--- config.mk ---
export PLATFORM = sky130hd
export DESIGN_NAME = crgu_dom_seq_flat
export DESIGN_NICKNAME = d
export VERILOG_FILES = /design/src/rtl/crgu_dom_seq_if.sv /design/src/rtl/crgu_dom_seq.sv /design/src/flat_wrapper.sv
export SDC_FILE = /design/constraint.sdc
export NUM_CORES = 1
export LEC_CHECK = 0
export ABC_AREA = 1
export CAP_MARGIN = 20
export CORE_ASPECT_RATIO = 1.5
export CORE_UTILIZATION = 50
export CTS_BUF_LIST = sky130_fd_sc_hd__clkbuf_8 sky130_fd_sc_hd__clkbuf_16
export CTS_CLUSTER_SIZE = 28
export DETAILED_ROUTE_END_ITERATION = 12
export DONT_BUFFER_PORTS = 1
export PLACE_DENSITY = 0.63
export SETUP_SLACK_MARGIN = 0.05
export SYNTH_ARGS = -nofsm -noshare
export SYNTH_HDL_FRONTEND = slang
export SYNTH_SLANG_ARGS = --single-unit
--- constraint.sdc ---
create_clock -name clk -period 2.6 [get_ports clk]
set_input_delay 0.13 -clock clk [delete_from_list [all_inputs] [get_ports clk]]
set_output_delay 0.13 -clock clk [all_outputs]
set_load 0.005 [all_outputs]
--- src/rtl/crgu_dom_seq_if.sv ---
// Request/status bundle between the CRGU control plane and the domain sequencer.
// The sequencer takes the slave side. The master side (control plane or bench) drives the requests and delay fields.
interface crgu_dom_seq_if #(
    parameter int NCH = 8,
    parameter int DW  = 4
);
    localparam int CW = (NCH > 1) ? $clog2(NCH) : 1;

    logic [NCH-1:0] ch_en_i;
    logic [NCH-1:0] soft_rst_i;
    logic [DW-1:0]  rg_on_dly;
    logic [DW-1:0]  rg_off_dly;
    logic [NCH-1:0] clk_en_o;
    logic [NCH-1:0] rstn_o;
    logic [NCH-1:0] ch_ready_o;
    logic           busy_o;
    logic [CW-1:0]  active_ch_o;

    modport master (
        output ch_en_i, soft_rst_i, rg_on_dly, rg_off_dly,
        input  clk_en_o, rstn_o, ch_ready_o, busy_o, active_ch_o
    );

    modport slave (
        input  ch_en_i, soft_rst_i, rg_on_dly, rg_off_dly,
        output clk_en_o, rstn_o, ch_ready_o, busy_o, active_ch_o
    );
endinterface

--- src/rtl/crgu_dom_seq.sv ---
// Power-domain sequencer: brings NCH clock/reset domains up, down or through soft reset
// one at a time. On turn-on the clock starts before reset is released. On turn-off reset is asserted before the clock stops.
module crgu_dom_seq #(
    parameter int NCH = 8,
    parameter int DW  = 4
) (
    input  logic          clk,
    input  logic          rst_n,
    input  logic          scan_mode,
    crgu_dom_seq_if.slave bus
);
    localparam int CW = (NCH > 1) ? $clog2(NCH) : 1;

    typedef enum logic [1:0] {
        IDLE      = 2'd0,
        ON_WAIT   = 2'd1,
        OFF_WAIT  = 2'd2,
        SRST_WAIT = 2'd3
    } state_t;

    state_t         state_r, state_nxt_s;
    logic [DW-1:0]  cnt_r, cnt_nxt_s;
    logic [CW-1:0]  idx_r, idx_nxt_s, sel_s;
    logic [NCH-1:0] clk_en_r, clk_en_nxt_s;
    logic [NCH-1:0] rstn_r, rstn_nxt_s;
    logic [NCH-1:0] ready_r, ready_nxt_s;
    logic [NCH-1:0] pend_r, pend_nxt_s;
    logic [NCH-1:0] need_s;
    logic           busy_r, busy_nxt_s;
    logic           any_s, sel_on_s, sel_off_s, cnt_zero_s;

    // Service requests and lowest-index-first selection
    always_comb begin
        need_s     = (bus.ch_en_i ^ ready_r) | (pend_r & ready_r & bus.ch_en_i);
        any_s      = |need_s;
        sel_s      = {CW{1'b0}};
        for (int k = NCH - 1; k >= 0; k--) begin
            sel_s = need_s[k] ? CW'(k) : sel_s;
        end
        sel_on_s   = bus.ch_en_i[sel_s] & ~ready_r[sel_s];
        sel_off_s  = ~bus.ch_en_i[sel_s] & ready_r[sel_s];
        cnt_zero_s = (cnt_r == {DW{1'b0}});
    end

    // State and datapath registers
    always_ff @(posedge clk or negedge rst_n) begin
        if (!rst_n) begin
            state_r  <= IDLE;
            cnt_r    <= {DW{1'b0}};
            idx_r    <= {CW{1'b0}};
            clk_en_r <= {NCH{1'b0}};
            rstn_r   <= {NCH{1'b0}};
            ready_r  <= {NCH{1'b0}};
            pend_r   <= {NCH{1'b0}};
            busy_r   <= 1'b0;
        end else begin
            state_r  <= state_nxt_s;
            cnt_r    <= cnt_nxt_s;
            idx_r    <= idx_nxt_s;
            clk_en_r <= clk_en_nxt_s;
            rstn_r   <= rstn_nxt_s;
            ready_r  <= ready_nxt_s;
            pend_r   <= pend_nxt_s;
            busy_r   <= busy_nxt_s;
        end
    end

    // Next-state logic
    always_comb begin
        state_nxt_s = state_r;
        case (state_r)
            IDLE: begin
                if (!any_s) begin
                    state_nxt_s = IDLE;
                end else if (sel_on_s) begin
                    state_nxt_s = ON_WAIT;
                end else if (sel_off_s) begin
                    state_nxt_s = OFF_WAIT;
                end else begin
                    state_nxt_s = SRST_WAIT;
                end
            end
            ON_WAIT, OFF_WAIT, SRST_WAIT: begin
                if (cnt_zero_s) begin
                    state_nxt_s = IDLE;
                end else begin
                    state_nxt_s = state_r;
                end
            end
            default: state_nxt_s = IDLE;
        endcase
    end

    // Per-domain outputs, gap counter and soft-reset bookkeeping
    always_comb begin
        cnt_nxt_s    = cnt_r;
        idx_nxt_s    = idx_r;
        busy_nxt_s   = busy_r;
        clk_en_nxt_s = clk_en_r;
        rstn_nxt_s   = rstn_r;
        ready_nxt_s  = ready_r;
        pend_nxt_s   = pend_r | bus.soft_rst_i;
        case (state_r)
            IDLE: begin
                // soft resets aimed at domains that are not up are dropped
                pend_nxt_s = pend_nxt_s & ready_r;
                if (any_s) begin
                    idx_nxt_s  = sel_s;
                    busy_nxt_s = 1'b1;
                    if (sel_on_s) begin
                        clk_en_nxt_s[sel_s] = 1'b1;
                        cnt_nxt_s           = bus.rg_on_dly;
                    end else begin
                        rstn_nxt_s[sel_s]  = 1'b0;
                        ready_nxt_s[sel_s] = 1'b0;
                        cnt_nxt_s          = bus.rg_off_dly;
                    end
                end else begin
                    idx_nxt_s  = {CW{1'b0}};
                    busy_nxt_s = 1'b0;
                end
            end
            ON_WAIT: begin
                if (cnt_zero_s) begin
                    rstn_nxt_s[idx_r]  = 1'b1;
                    ready_nxt_s[idx_r] = 1'b1;
                    idx_nxt_s          = {CW{1'b0}};
                    busy_nxt_s         = 1'b0;
                end else begin
                    cnt_nxt_s = cnt_r - DW'(1'b1);
                end
            end
            OFF_WAIT: begin
                if (cnt_zero_s) begin
                    clk_en_nxt_s[idx_r] = 1'b0;
                    idx_nxt_s           = {CW{1'b0}};
                    busy_nxt_s          = 1'b0;
                end else begin
                    cnt_nxt_s = cnt_r - DW'(1'b1);
                end
            end
            SRST_WAIT: begin
                if (cnt_zero_s) begin
                    rstn_nxt_s[idx_r]  = 1'b1;
                    ready_nxt_s[idx_r] = 1'b1;
                    pend_nxt_s[idx_r]  = 1'b0;
                    idx_nxt_s          = {CW{1'b0}};
                    busy_nxt_s         = 1'b0;
                end else begin
                    cnt_nxt_s = cnt_r - DW'(1'b1);
                end
            end
            default: begin
                idx_nxt_s  = {CW{1'b0}};
                busy_nxt_s = 1'b0;
            end
        endcase
    end

    // In scan all clocks run and domain resets follow the global reset directly
    assign bus.clk_en_o    = scan_mode ? {NCH{1'b1}} : clk_en_r;
    assign bus.rstn_o      = scan_mode ? {NCH{rst_n}} : rstn_r;
    assign bus.ch_ready_o  = ready_r;
    assign bus.busy_o      = busy_r;
    assign bus.active_ch_o = idx_r;
endmodule

--- src/flat_wrapper.sv ---
// flat-port wrapper written by rule: the top's interface ports become plain ports
module crgu_dom_seq_flat 
#(
    parameter int NCH = 8,
    parameter int DW  = 4
)
  (clk, rst_n, scan_mode, bus_ch_en_i, bus_soft_rst_i, bus_rg_on_dly, bus_rg_off_dly, bus_clk_en_o, bus_rstn_o, bus_ch_ready_o, bus_busy_o, bus_active_ch_o);
  crgu_dom_seq_if #(.NCH(NCH), .DW(DW)) bus_i ();
  input  logic clk;
  input  logic rst_n;
  input  logic scan_mode;
  input wire logic [$bits(bus_i.ch_en_i)-1:0] bus_ch_en_i;
  input wire logic [$bits(bus_i.soft_rst_i)-1:0] bus_soft_rst_i;
  input wire logic [$bits(bus_i.rg_on_dly)-1:0] bus_rg_on_dly;
  input wire logic [$bits(bus_i.rg_off_dly)-1:0] bus_rg_off_dly;
  output wire logic [$bits(bus_i.clk_en_o)-1:0] bus_clk_en_o;
  output wire logic [$bits(bus_i.rstn_o)-1:0] bus_rstn_o;
  output wire logic [$bits(bus_i.ch_ready_o)-1:0] bus_ch_ready_o;
  output wire logic [$bits(bus_i.busy_o)-1:0] bus_busy_o;
  output wire logic [$bits(bus_i.active_ch_o)-1:0] bus_active_ch_o;
  assign bus_i.ch_en_i = bus_ch_en_i;
  assign bus_i.soft_rst_i = bus_soft_rst_i;
  assign bus_i.rg_on_dly = bus_rg_on_dly;
  assign bus_i.rg_off_dly = bus_rg_off_dly;
  assign bus_clk_en_o = bus_i.clk_en_o;
  assign bus_rstn_o = bus_i.rstn_o;
  assign bus_ch_ready_o = bus_i.ch_ready_o;
  assign bus_busy_o = bus_i.busy_o;
  assign bus_active_ch_o = bus_i.active_ch_o;
  crgu_dom_seq #(.NCH(NCH), .DW(DW)) u_core (.clk(clk), .rst_n(rst_n), .scan_mode(scan_mode), .bus(bus_i));
endmodule
==> run summary <==
CP endpoint kind = flop
Vias per inst = 5.46
Post-synthesis sequential area ratio = 34.0%
Root buf cell = clkbuf_8
Async set-reset flop share out of synthesis = 100%
Worst slew pin tran = 0.473 ns
Area growth, synth to finish = 14.2%
Register bit count reported by yosys = 42
Setup TNS = 0 ns
CP endpoint = u_core.bus.ch_ready_o[0]
Clock Tree Buf Depth = 2
Later-pin clock latency in the skew report = 0.30 ns
Detailed placement HPWL = 6600 µm
Die Y = 98.2 µm
CTS buffer count = 5
Post-layout nets = 518
Worst slew margin = 68.2%
Yosys warning total = 0
Crit share post-route = 91.2%
Port bufs = 0
Crit path max fanout = 14
R2R setup slack = 0.23 ns
Crit Reg-Reg Startpoint = u_core.bus.ch_ready_o[5]
Antenna viol nets, final = 0
Initial Utilization = 52.6%
Max-cap violations = 0
Pleak = 0.00177 µW
Maximum vdd drop = 0.793 mV
RePlAce Congestion = 0.937
Aggregate global routing overflow = 0
RSZ-0062 raised after global routing = no
Achievable frequency = 0.422 GHz
Syn Area/Cell = 6.72 µm²
Distinct cells, synth = 30
IO Count = 55
Final Skew = 0.00739 ns
# rows = 34
DRT Wirelength = 8950 µm
Final hold vios = 0
Worst setup SP type = flop
WS Path Type = flop to flop
HP Class = input pin to flop
Vias in the first global route = 2,998
Worst EP required = 2.78 ns
Die area = 0.00650 mm²
Proportion of layout cells with a drive suffix above 1 = 15.8%
Drt first pass iters = 4
Syn nets = 491
Die Wd = 66.2 µm
Ant. Diodes = 0
Cell Pwr Density = 1150 mW/mm²
Cells after Synth = 459
DR vias = 3,051
First-pass GRT wire length = 14,400 µm
Remaining DRCs = 0
Post-synth EDFFs = 0
Mapped cell area = 0.00309 mm²
CTS tree = done
Iter 0 DRT Violations = 175
Area of the core = 0.00587 mm²
Placed Instance Area = 0.00322 mm²
Reg2Reg Depth = 17
Setup crit start = u_core.bus.ch_ready_o[5]
Dominant synthesized flop cell = dfrtp_1
Fin crit period = 2.37 ns
Worst-path clk slew = 0.09 ns
Initial antenna violation count = 0
CTS H-tree lvls = 2
Final setup fails = 0
Worst path arrival time = 2.55 ns
Wirelength per Cell = 16.0 µm
Gr usage total = 29.3%
Largest net degree at the start of global routing = 43
Run status = finished, final reports clean
CTS sink cnt = 42
Slew Viols, Final = 0
Final instance area = 0.00352 mm²
FF-to-FF End = u_core.bus.ch_ready_o[0]
==> synth_stat cells, types with 6 or more instances <==
library cell / instances / area share, %
or2_2: 8 / 1.6
a31o_2: 10 / 2.8
a21oi_1: 31 / 5.0
nand2_2: 6 / 1.2
o21ai_1: 12 / 1.9
nand3_1: 44 / 7.1
o21ai_0: 36 / 5.8
inv_1: 74 / 9.0
dfrtp_1: 42 / 34
nand4_1: 8 / 1.6
nor2_1: 36 / 4.4
nand2_1: 100 / 12
==> sequential cells by signal (all words and copies together) (netlist names) <==
register	flops
u_core.bus.busy_o	1
u_core.state_r	2
u_core.pend_r	8
u_core.rstn_r	8
u_core.bus.ch_ready_o	8
u_core.cnt_r	4
u_core.bus.active_ch_o	3
u_core.clk_en_r	8
==> final cells by class <==
class / count / area, µm²
Clock buffer: 5 / 68.8
Tap cell: 72 / 90.1
Clock inverter: 3 / 17.5
Multi-Input combinational cell: 327 / 1690
Fill cell: 565 / 2350
Sequential cell: 42 / 1050
Inverter: 77 / 289
Timing Repair Buffer: 33 / 320
==> per-layer routing <==
layer | global-route usage [%] | share of wire (%) | vias up
met1 | 32.8 | 40 | 1429
li1 | - | - | 1537
met3 | 4.67 | 3.8 | 15
met5 | 0 | 0 | -
met4 | 12.1 | 3.1 | 0
met2 | 53.1 | 53 | 70
==> cells in the final DEF (no fill, tap or decap), types with 3 or more instances in the layout <==
| master | instances |
|---|---|
| nand2_1 | 100 |
| inv_1 | 75 |
| nand3_1 | 44 |
| dfrtp_1 | 40 |
| nor2_1 | 36 |
| o21ai_0 | 36 |
| a21oi_1 | 31 |
| buf_4 | 21 |
| o21ai_1 | 11 |
| a31o_2 | 10 |
| dlygate4sd3_1 | 9 |
| or2_2 | 8 |
| nand4_1 | 8 |
| nand2_2 | 6 |
| nor3_1 | 5 |
| ha_1 | 5 |
| clkbuf_8 | 5 |
| nand2_4 | 4 |
| nor2_2 | 4 |
| o21bai_1 | 4 |
| inv_2 | 3 |
| o21ai_2 | 3 |
==> metrics by stage <==
| step | util [%] | hold WS, ns | setup slack [ns] | power (µW) | cells |
|---|---|---|---|---|---|
| global placement | 54.9 | -0.165 | 0.146 | 3360 | 533 |
| finish | 60.0 | 0.0759 | 0.229 | 4050 | 559 |
| global route | 60.0 | 0.0863 | 0.0562 | 4430 | 559 |
| detailed placement | 54.9 | -0.165 | 0.140 | 3420 | 533 |
| floorplan | - | -0.166 | 0.355 | 2890 | 459 |
| CTS | 58.3 | 0.0688 | 0.115 | 3880 | 551 |
==> power by group <==
part	internal (µW)	total, µW	switching, µW
clock	186	433	247
combinational	928	2430	1510
sequential	925	1190	260
==> worst min-delay path by stage <==
stage | from | endpoint | slack [ns] | cells after the start
detailed placement | rst_n | u_core.pend_r[7] | -0.16 | 0
global route | bus_rg_on_dly[1] | u_core.cnt_r[1] | 0.09 | 4
global placement | rst_n | u_core.pend_r[7] | -0.16 | 0
CTS | bus_rg_on_dly[3] | u_core.cnt_r[3] | 0.07 | 4
finish | bus_rg_on_dly[3] | u_core.cnt_r[3] | 0.08 | 4
floorplan | rst_n | u_core.bus.active_ch_o[0] | -0.17 | 0
==> worst max-delay path: stages (launching register included) <==
cell,delay (ns)
dfrtp_2,0.48
inv_1,0.12
nand2_1,0.05
nand2_1,0.08
nand2_1,0.11
inv_2,0.08
nand2_1,0.07
nor2_2,0.25
nand4_1,0.17
nand2_1,0.10
nor2_1,0.05
nand2_2,0.10
nor2_4,0.06
nand2_4,0.08
nand3_4,0.13
buf_12,0.19
nand2_1,0.07
o21ai_2,0.07
==> cells by family after synthesis <==
family          after synthesis  share of synthesized area (%)
flops                        42                           34.0
fa+ha+maj                     5                           2.03
buf+inv                      90                           12.0
compound gates               98                           17.9
simple gates                224                           34.0
==> timing repair <==
action,4_1_cts,5_1_grt
gates resized for setup,0,5
setup buffers,0,7
hold endpoints to repair,50,0
setup endpoints to repair,0,27
hold buffers,10,0
Note: power is estimated with default switching activity, not from simulation.
